File: src/rtl/mmt_pkg.sv
// Shared types and constants for the MMT matrix-engine control front end.
// Holds the FSM states, operand/mode encodings and small index helpers.
package mmt_pkg;

    localparam int NUM_MAT = 32;
    localparam int NUM_CMD = 10;
    localparam int AW      = 13;
    localparam int CW      = 14;  // beat counter must reach NUM_MAT*256

    typedef enum logic [2:0] {
        ST_IDLE,
        ST_LOAD,
        ST_WAIT_CMD,
        ST_CMD,
        ST_FETCH,
        ST_WAIT_DONE
    } state_e;

    typedef enum logic [1:0] {
        OP_A = 2'd0,
        OP_B = 2'd1,
        OP_C = 2'd2
    } op_e;

    typedef enum logic [1:0] {
        MODE_ABC = 2'd0,
        MODE_AT  = 2'd1,
        MODE_BT  = 2'd2,
        MODE_CT  = 2'd3
    } mode_e;

    // Largest row/column index for a given size code (N-1, N = 2 << size).
    function automatic logic [3:0] last_rc(input logic [1:0] size);
        return 4'((5'd2 << size) - 5'd1);
    endfunction

    function automatic logic is_transposed(input op_e op, input mode_e md);
        return (op == OP_A && md == MODE_AT) ||
               (op == OP_B && md == MODE_BT) ||
               (op == OP_C && md == MODE_CT);
    endfunction

endpackage

File: src/rtl/mmt_addr_gen.sv
// Operand SRAM address: matrix base plus row-major or transposed element offset.
// Purely combinational; N and E are powers of two so everything reduces to shifts.
module mmt_addr_gen
    import mmt_pkg::*;
(
    input  logic [4:0]    idx_i,
    input  logic [1:0]    size_i,
    input  logic          transpose_i,
    input  logic [3:0]    row_i,
    input  logic [3:0]    col_i,
    output logic [AW-1:0] addr_o
);

    logic [3:0] sh_base;
    logic [2:0] sh_major;
    logic [3:0] major;
    logic [3:0] minor;

    always_comb begin
        sh_base  = {size_i, 1'b0} + 4'd2;
        sh_major = {1'b0, size_i} + 3'd1;
        major    = transpose_i ? col_i : row_i;
        minor    = transpose_i ? row_i : col_i;
        addr_o   = (AW'(idx_i) << sh_base) + (AW'(major) << sh_major) + AW'(minor);
    end

endmodule

File: src/rtl/mmt_op_scheduler.sv
// MMT control front end: stores the streamed matrices into operand SRAM, then for each
// 3-beat command streams operands A, B, C to the datapath and waits for its done pulse.
module mmt_op_scheduler
    import mmt_pkg::*;
(
    input  logic          clk,
    input  logic          rst_n,
    input  logic          in_valid,
    input  logic [7:0]    matrix,
    input  logic [1:0]    matrix_size,
    input  logic          in_valid2,
    input  logic [4:0]    matrix_idx,
    input  logic [1:0]    mode,
    output logic          sram_we,
    output logic [AW-1:0] sram_addr,
    output logic [7:0]    sram_wdata,
    input  logic          dp_ready,
    output logic          op_valid,
    output logic [1:0]    op_sel,
    output logic          op_last,
    output logic [1:0]    dim,
    input  logic          dp_done,
    output logic          busy
);

    state_e        state_q;
    logic [1:0]    dim_q;
    mode_e         mode_q;
    logic [4:0]    idx_a_q, idx_b_q, idx_c_q;
    logic          cmd_beat_q;
    logic [CW-1:0] wr_cnt_q;
    logic [3:0]    cmd_cnt_q;
    op_e           op_q;
    logic [3:0]    r_q, c_q;
    logic          sram_we_q, op_valid_q, op_last_q, busy_q;
    logic [AW-1:0] sram_addr_q;
    logic [7:0]    sram_wdata_q;
    logic [1:0]    op_sel_q;

    op_e           op_d, gen_op;
    logic [3:0]    r_d, c_d, gen_r, gen_c, nm1;
    logic [4:0]    gen_idx;
    logic          elem_last;
    logic [3:0]    wr_shift;
    logic [CW-1:0] wr_total;
    logic [AW-1:0] gen_addr;

    // Next element in logical row-major order; rolls A -> B -> C with no gap.
    always_comb begin
        // NOTE: every signal gets a default first so no path leaves it unassigned (no latch).
        op_d      = op_q;
        r_d       = r_q;
        c_d       = c_q;
        nm1       = last_rc(dim_q);
        elem_last = (r_q == nm1) && (c_q == nm1);
        wr_shift  = {dim_q, 1'b0} + 4'd2;
        wr_total  = CW'(NUM_MAT) << wr_shift;
        if (c_q == nm1) begin
            c_d = '0;
            if (r_q == nm1) begin
                r_d = '0;
                if (op_q == OP_A) op_d = OP_B;
                else              op_d = OP_C;
            end else begin
                r_d = r_q + 4'd1;
            end
        end else begin
            c_d = c_q + 4'd1;
        end

        gen_op = OP_A;
        gen_r  = '0;
        gen_c  = '0;
        if (state_q == ST_FETCH) begin
            gen_op = op_d;
            gen_r  = r_d;
            gen_c  = c_d;
        end
        case (gen_op)
            OP_B:    gen_idx = idx_b_q;
            OP_C:    gen_idx = idx_c_q;
            default: gen_idx = idx_a_q;
        endcase
    end

    mmt_addr_gen u_addr_gen (
        .idx_i       (gen_idx),
        .size_i      (dim_q),
        .transpose_i (is_transposed(gen_op, mode_q)),
        .row_i       (gen_r),
        .col_i       (gen_c),
        .addr_o      (gen_addr)
    );

    // NOTE: sequential state uses non-blocking assignments only, so every register
    // samples the pre-edge values regardless of statement order.
    always_ff @(posedge clk or negedge rst_n) begin
        if (!rst_n) begin
            // NOTE: no storage array lives here, so every register, outputs included, is reset.
            state_q      <= ST_IDLE;
            dim_q        <= '0;
            mode_q       <= MODE_ABC;
            idx_a_q      <= '0;
            idx_b_q      <= '0;
            idx_c_q      <= '0;
            cmd_beat_q   <= 1'b0;
            wr_cnt_q     <= '0;
            cmd_cnt_q    <= '0;
            op_q         <= OP_A;
            r_q          <= '0;
            c_q          <= '0;
            sram_we_q    <= 1'b0;
            sram_addr_q  <= '0;
            sram_wdata_q <= '0;
            op_valid_q   <= 1'b0;
            op_sel_q     <= '0;
            op_last_q    <= 1'b0;
            busy_q       <= 1'b0;
        end else begin
            sram_we_q  <= 1'b0;
            op_valid_q <= 1'b0;
            op_last_q  <= 1'b0;
            case (state_q)
                ST_IDLE: begin
                    if (in_valid) begin
                        state_q      <= ST_LOAD;
                        busy_q       <= 1'b1;
                        dim_q        <= matrix_size;
                        sram_we_q    <= 1'b1;
                        sram_addr_q  <= '0;
                        sram_wdata_q <= matrix;
                        wr_cnt_q     <= CW'(1);
                    end
                end
                ST_LOAD: begin
                    if (!in_valid) begin
                        state_q <= ST_WAIT_CMD;
                    end else if (wr_cnt_q < wr_total) begin
                        sram_we_q    <= 1'b1;
                        sram_addr_q  <= AW'(wr_cnt_q);
                        sram_wdata_q <= matrix;
                        wr_cnt_q     <= wr_cnt_q + CW'(1);
                    end
                end
                ST_WAIT_CMD: begin
                    if (in_valid2) begin
                        state_q    <= ST_CMD;
                        idx_a_q    <= matrix_idx;
                        mode_q     <= mode_e'(mode);
                        cmd_beat_q <= 1'b0;
                    end
                end
                ST_CMD: begin
                    if (!cmd_beat_q) begin
                        idx_b_q    <= matrix_idx;
                        cmd_beat_q <= 1'b1;
                    end else begin
                        idx_c_q     <= matrix_idx;
                        state_q     <= ST_FETCH;
                        op_q        <= OP_A;
                        r_q         <= '0;
                        c_q         <= '0;
                        sram_addr_q <= gen_addr;
                    end
                end
                ST_FETCH: begin
                    // sram_addr always holds the pending element; a ready cycle consumes it.
                    if (dp_ready) begin
                        op_valid_q <= 1'b1;
                        op_sel_q   <= op_q;
                        op_last_q  <= elem_last;
                        if (elem_last && op_q == OP_C) begin
                            state_q <= ST_WAIT_DONE;
                        end else begin
                            op_q        <= op_d;
                            r_q         <= r_d;
                            c_q         <= c_d;
                            sram_addr_q <= gen_addr;
                        end
                    end
                end
                ST_WAIT_DONE: begin
                    if (dp_done) begin
                        if (cmd_cnt_q == 4'(NUM_CMD - 1)) begin
                            cmd_cnt_q <= '0;
                            state_q   <= ST_IDLE;
                            busy_q    <= 1'b0;
                        end else begin
                            cmd_cnt_q <= cmd_cnt_q + 4'd1;
                            state_q   <= ST_WAIT_CMD;
                        end
                    end
                end
                default: state_q <= ST_IDLE;
            endcase
        end
    end

    assign sram_we    = sram_we_q;
    assign sram_addr  = sram_addr_q;
    assign sram_wdata = sram_wdata_q;
    assign op_valid   = op_valid_q;
    assign op_sel     = op_sel_q;
    assign op_last    = op_last_q;
    assign dim        = dim_q;
    assign busy       = busy_q;

endmodule

File: config.mk
export PLATFORM = sky130hd
export DESIGN_NAME = mmt_op_scheduler
export DESIGN_NICKNAME = d
export VERILOG_FILES = /design/src/rtl/mmt_pkg.sv /design/src/rtl/mmt_addr_gen.sv /design/src/rtl/mmt_op_scheduler.sv
export SDC_FILE = /design/constraint.sdc
export NUM_CORES = 1
export LEC_CHECK = 0
export BUFFER_PORTS_ARGS = -buffer_cell sky130_fd_sc_hd__buf_2
export CORE_MARGIN = 10
export CORE_UTILIZATION = 65
export DETAILED_ROUTE_END_ITERATION = 12
export PLACE_DENSITY = 0.92
export SKIP_CTS_REPAIR_TIMING = 1
export SLEW_MARGIN = 0
export SYNTH_ARGS = -nofsm -noshare
export SYNTH_HDL_FRONTEND = slang
export SYNTH_HIERARCHICAL = 1
export SYNTH_SLANG_ARGS = --single-unit
File: constraint.sdc
create_clock -name clk -period 11.95 [get_ports clk]
set_clock_uncertainty 0.05 [all_clocks]
set_input_delay 0.5975 -clock clk [delete_from_list [all_inputs] [get_ports clk]]
set_output_delay 0.5975 -clock clk [all_outputs]
set_load 0.01 [all_outputs]
==> metrics.md <==
| Metric | Value |
|---|---|
| Endpoint of the lowest-slack register-to-register path | sram_addr[11]$_DFFE_PN0P_ |
| Simple-gate area share of the yosys netlist | 18.16% |
| Reg2reg start | dim[0]$_DFFE_PN0P_ |
| Row Count | 32 |
| Lkg Pwr | 2.825 nW |
| Inserted Clock Buffers | 9 |
| Filler cells | 575 |
| Residual DRC | 0 |
| Crit path capture type | register |
| Seq/Total Area, Yosys | 36.65% |
| DR vias | 4541 |
| R2R setup slack | 4.38 ns |
| Drt pass-1 iters | 5 |
| Die Wd | 110.5 microns |
| Total gr overflow | 0 |
| P per Cell Area | 224.6 nW/um^2 |
| Mux cell area share after synthesis | 14.09% |
| Die Y | 110.5 microns |
| DP Area | 5622 sq um |
| Type of the most critical hold path | input port to async pin |
| Area Overhead vs Synth | 8.786% |
| RSZ-0062 raised after global routing | false |
| Predominant post-synthesis flop cell | dfrtp_1 |
| Avg WL per Cell | 18.89 microns |
| Antenna violations before repair | 0 |
| Library cells used by synthesis | 66 |
| Port buffer count | 51 |
| Status | finished, final reports clean |
| Final Wtd Congestion | 0.9020 |
| Crit path time final | 7.571 ns |
| Post-synthesis net count | 628 |
| Vias in the first global route | 4597 |
| CTS Buffer Depth | 2 |
| CTS Root Cell | clkbuf_8 |
| Setup WS post-layout | 4.379 ns |
| Synth Cell Area | 5326 sq um |
| Via density | 6.333 |
| Async S/R FF share, synth | 100.0% |
| CP Max Fanout | 25 |
| Pwr Total | 1.301 mW |
| Worst slew pin tran | 1.267 ns |
| Crit start category | register |
| Syn_area_per_cell | 9.344 sq um |
| TNS Setup | 0 ns |
| Max_cap viols | 0 |
| CP arrival | 7.83 ns |
| Clock Pin Slew Worst Setup and Hold Paths | 0.08 ns |
| Largest net degree at the start of global routing | 79 |
| TritonCTS clock tree | done |
| Design area | 5794 sq um |
| Synth Area in Adders | 8.926% |
| Initial Util | 67.87% |
| Clock Latency Late Sink | 0.36 ns |
| Setup violators final | 0 |
| Total Routing Usage GR | 21.48% |
| Worst r2r path cells | 26 |
| Global-route wire length before repair | 22370 microns |
| Layout cell share with drive strength beyond 1 | 18.37% |
| Initial DRC count | 458 |
| Total Die Area | 12210 sq um |
| Maximum VDD drop | 110.2 uV |
| Diode count | 0 |
| Number of enable flip-flop cells after synthesis | 0 |
| IO Pins | 52 |
| Core Region | 7848 sq um |
| Setup WS pre-CTS | 4.532 ns |
| Crit Path Category | register to register |
| Post-DRT Antenna Nets | 0 |
| H-tree depth | 3 |
| Post-Synth XOR/XNOR Area | 5.097% |
| Placed wire-length estimate | 9860 microns |
| Hold Slack | 0.3473 ns |
| YS warnings | 6 |
| Post-Syn Instances | 570 |
| Final slew viol count | 0 |
| Clock sinks | 78 |
| Synth Area in Compound Gates | 13.18% |
| Nets | 668 |
| #FFs+latches synth | 78 |
| Hold Violations, Final | 0 |
| Fmax | 0.1321 GHz |
| Fin crit share | 63.35% |
| Post-Route WL | 13550 microns |
| Combinational family with the most area after synthesis | simple AND/OR/NAND/NOR gates |
| Slew margin rel. | 14.63% |
| Crit path required time | 12.21 ns |
-- through the flow --
| step | util (%) | cells |
|---|---|---|
| floorplan | - | 570 |
| finish | 73.84 | 717 |
| detailed placement | 71.64 | 701 |
| global route | 73.84 | 717 |
| global placement | 71.64 | 701 |
| CTS | 73.84 | 717 |
-- power by group --
group          internal [mW]  switching [mW]
logic                  0.288           0.414
clock network         0.0756           0.103
registers              0.344          0.0765
-- routing by layer --
layer  up-vias  track usage [%]  part of all wire, %
li1       2093                -                    -
met4         0            9.154                  3.1
met2       229            36.85                   50
met1      2170            25.37                   39
met3        49            4.376                  7.9
met5         -                0                    0
-- Yosys cell counts (3+ instances only) --
master	n	area (sq um)
a211oi_1	3	22.52
a21o_1	7	52.55
a21oi_1	19	95.09
a22oi_1	6	45.04
a31oi_1	4	25.02
and2_1	4	25.02
and3_1	9	56.30
buf_2	4	20.02
clkbuf_1	16	60.06
dfrtp_1	78	1952
fa_1	5	100.1
ha_1	30	375.4
inv_1	18	67.56
mux2_1	7	78.83
mux2_2	25	281.5
mux2_4	10	150.1
mux2i_1	24	240.2
nand2_1	76	285.3
nand2b_1	8	50.05
nand3_1	15	75.07
nand4_1	7	43.79
nor2_1	45	168.9
nor2b_1	6	37.54
nor3_1	9	45.04
o21ai_0	34	170.2
o21ai_1	5	25.02
o22ai_1	3	18.77
o31ai_1	6	45.04
o32ai_1	3	26.28
or2_1	4	25.02
or3_1	3	18.77
xnor2_1	17	148.9
xor2_1	14	122.6
-- worst max-delay path by stage --
stage	start	slack [ns]	depth (start not counted)	endpoint
2_1_floorplan	c_q[2]$_DFFE_PN0P_	5.71	29	sram_addr[11]$_DFFE_PN0P_
3_3_place_gp	dim[0]$_DFFE_PN0P_	4.92	26	sram_addr[11]$_DFFE_PN0P_
3_5_place_dp	dim[0]$_DFFE_PN0P_	4.53	26	sram_addr[11]$_DFFE_PN0P_
4_1_cts	dim[0]$_DFFE_PN0P_	4.43	26	sram_addr[11]$_DFFE_PN0P_
5_1_grt	dim[0]$_DFFE_PN0P_	3.71	26	sram_addr[11]$_DFFE_PN0P_
6_report	dim[0]$_DFFE_PN0P_	4.38	26	sram_addr[11]$_DFFE_PN0P_
-- cell families (layout without fill, tap and decap cells) --
family | Yosys count | count (layout)
other cells | 1 | 1
flops | 78 | 78
xor+xnor | 31 | 31
mux | 66 | 66
compound gates | 110 | 110
simple gates | 202 | 202
fa+ha+maj | 35 | 35
buf+inv | 47 | 92
-- worst max-delay path, stage by stage (launching register included) --
cell	delay, ns
dfrtp_1	0.84
nand2b_1	0.23
o32a_1	0.39
and2_1	0.22
or2_0	0.37
or3_1	0.37
a21o_1	0.20
ha_1	0.26
mux2_2	0.30
nand2_1	0.09
o21ai_0	0.43
mux2_2	0.40
nor2_1	0.04
a21oi_1	0.28
nand2_1	0.12
fa_1	0.50
inv_1	0.04
ha_1	0.21
fa_1	0.42
a211oi_1	0.28
o21ai_1	0.16
a2111oi_1	0.41
or3_1	0.18
xnor2_1	0.14
inv_1	0.06
o32ai_1	0.30
mux2_4	0.20
-- layout by cell type (no fill, tap or decap), types with 4 or more instances in the layout --
cell,n
a21oi_1,19
mux2_1,7
or2_1,4
dfrtp_1,78
fa_1,5
a31oi_1,4
o31ai_1,6
xor2_1,14
a21o_1,7
nand2_1,76
nor2_1,45
buf_4,5
a22oi_1,6
xnor2_1,17
ha_1,30
buf_2,50
clkbuf_8,9
inv_1,18
nand4_1,7
nor3_1,8
nor2b_1,6
mux2_4,10
nand3_1,15
o21ai_1,5
and2_1,4
nand2b_1,8
o21ai_0,34
mux2i_1,24
and3_1,9
mux2_2,25
-- sequential cells by signal (all words and copies together) (netlist names) --
name	flops
mode_q	2
idx_c_q	5
dim	2
idx_b_q	5
op_q	2
state_q	3
sram_wdata	8
cmd_cnt_q	4
op_sel	2
sram_addr	13
wr_cnt_q	14
r_q	4
op_valid	1
cmd_beat_q	1
c_q	4
idx_a_q	5
op_last	1
busy	1
sram_we	1
-- cell type report --
type	count	area [sq um]	area share, %
clock inverter	7	48.80	0.8422
sequential	78	1952	33.69
multi-input combinational	445	3176	54.80
timing repair buffer	55	287.8	4.967
tap	102	127.6	2.203
inverter	21	78.83	1.360
clock buffer	9	123.9	2.138
(Power assumes the default switching activity.)
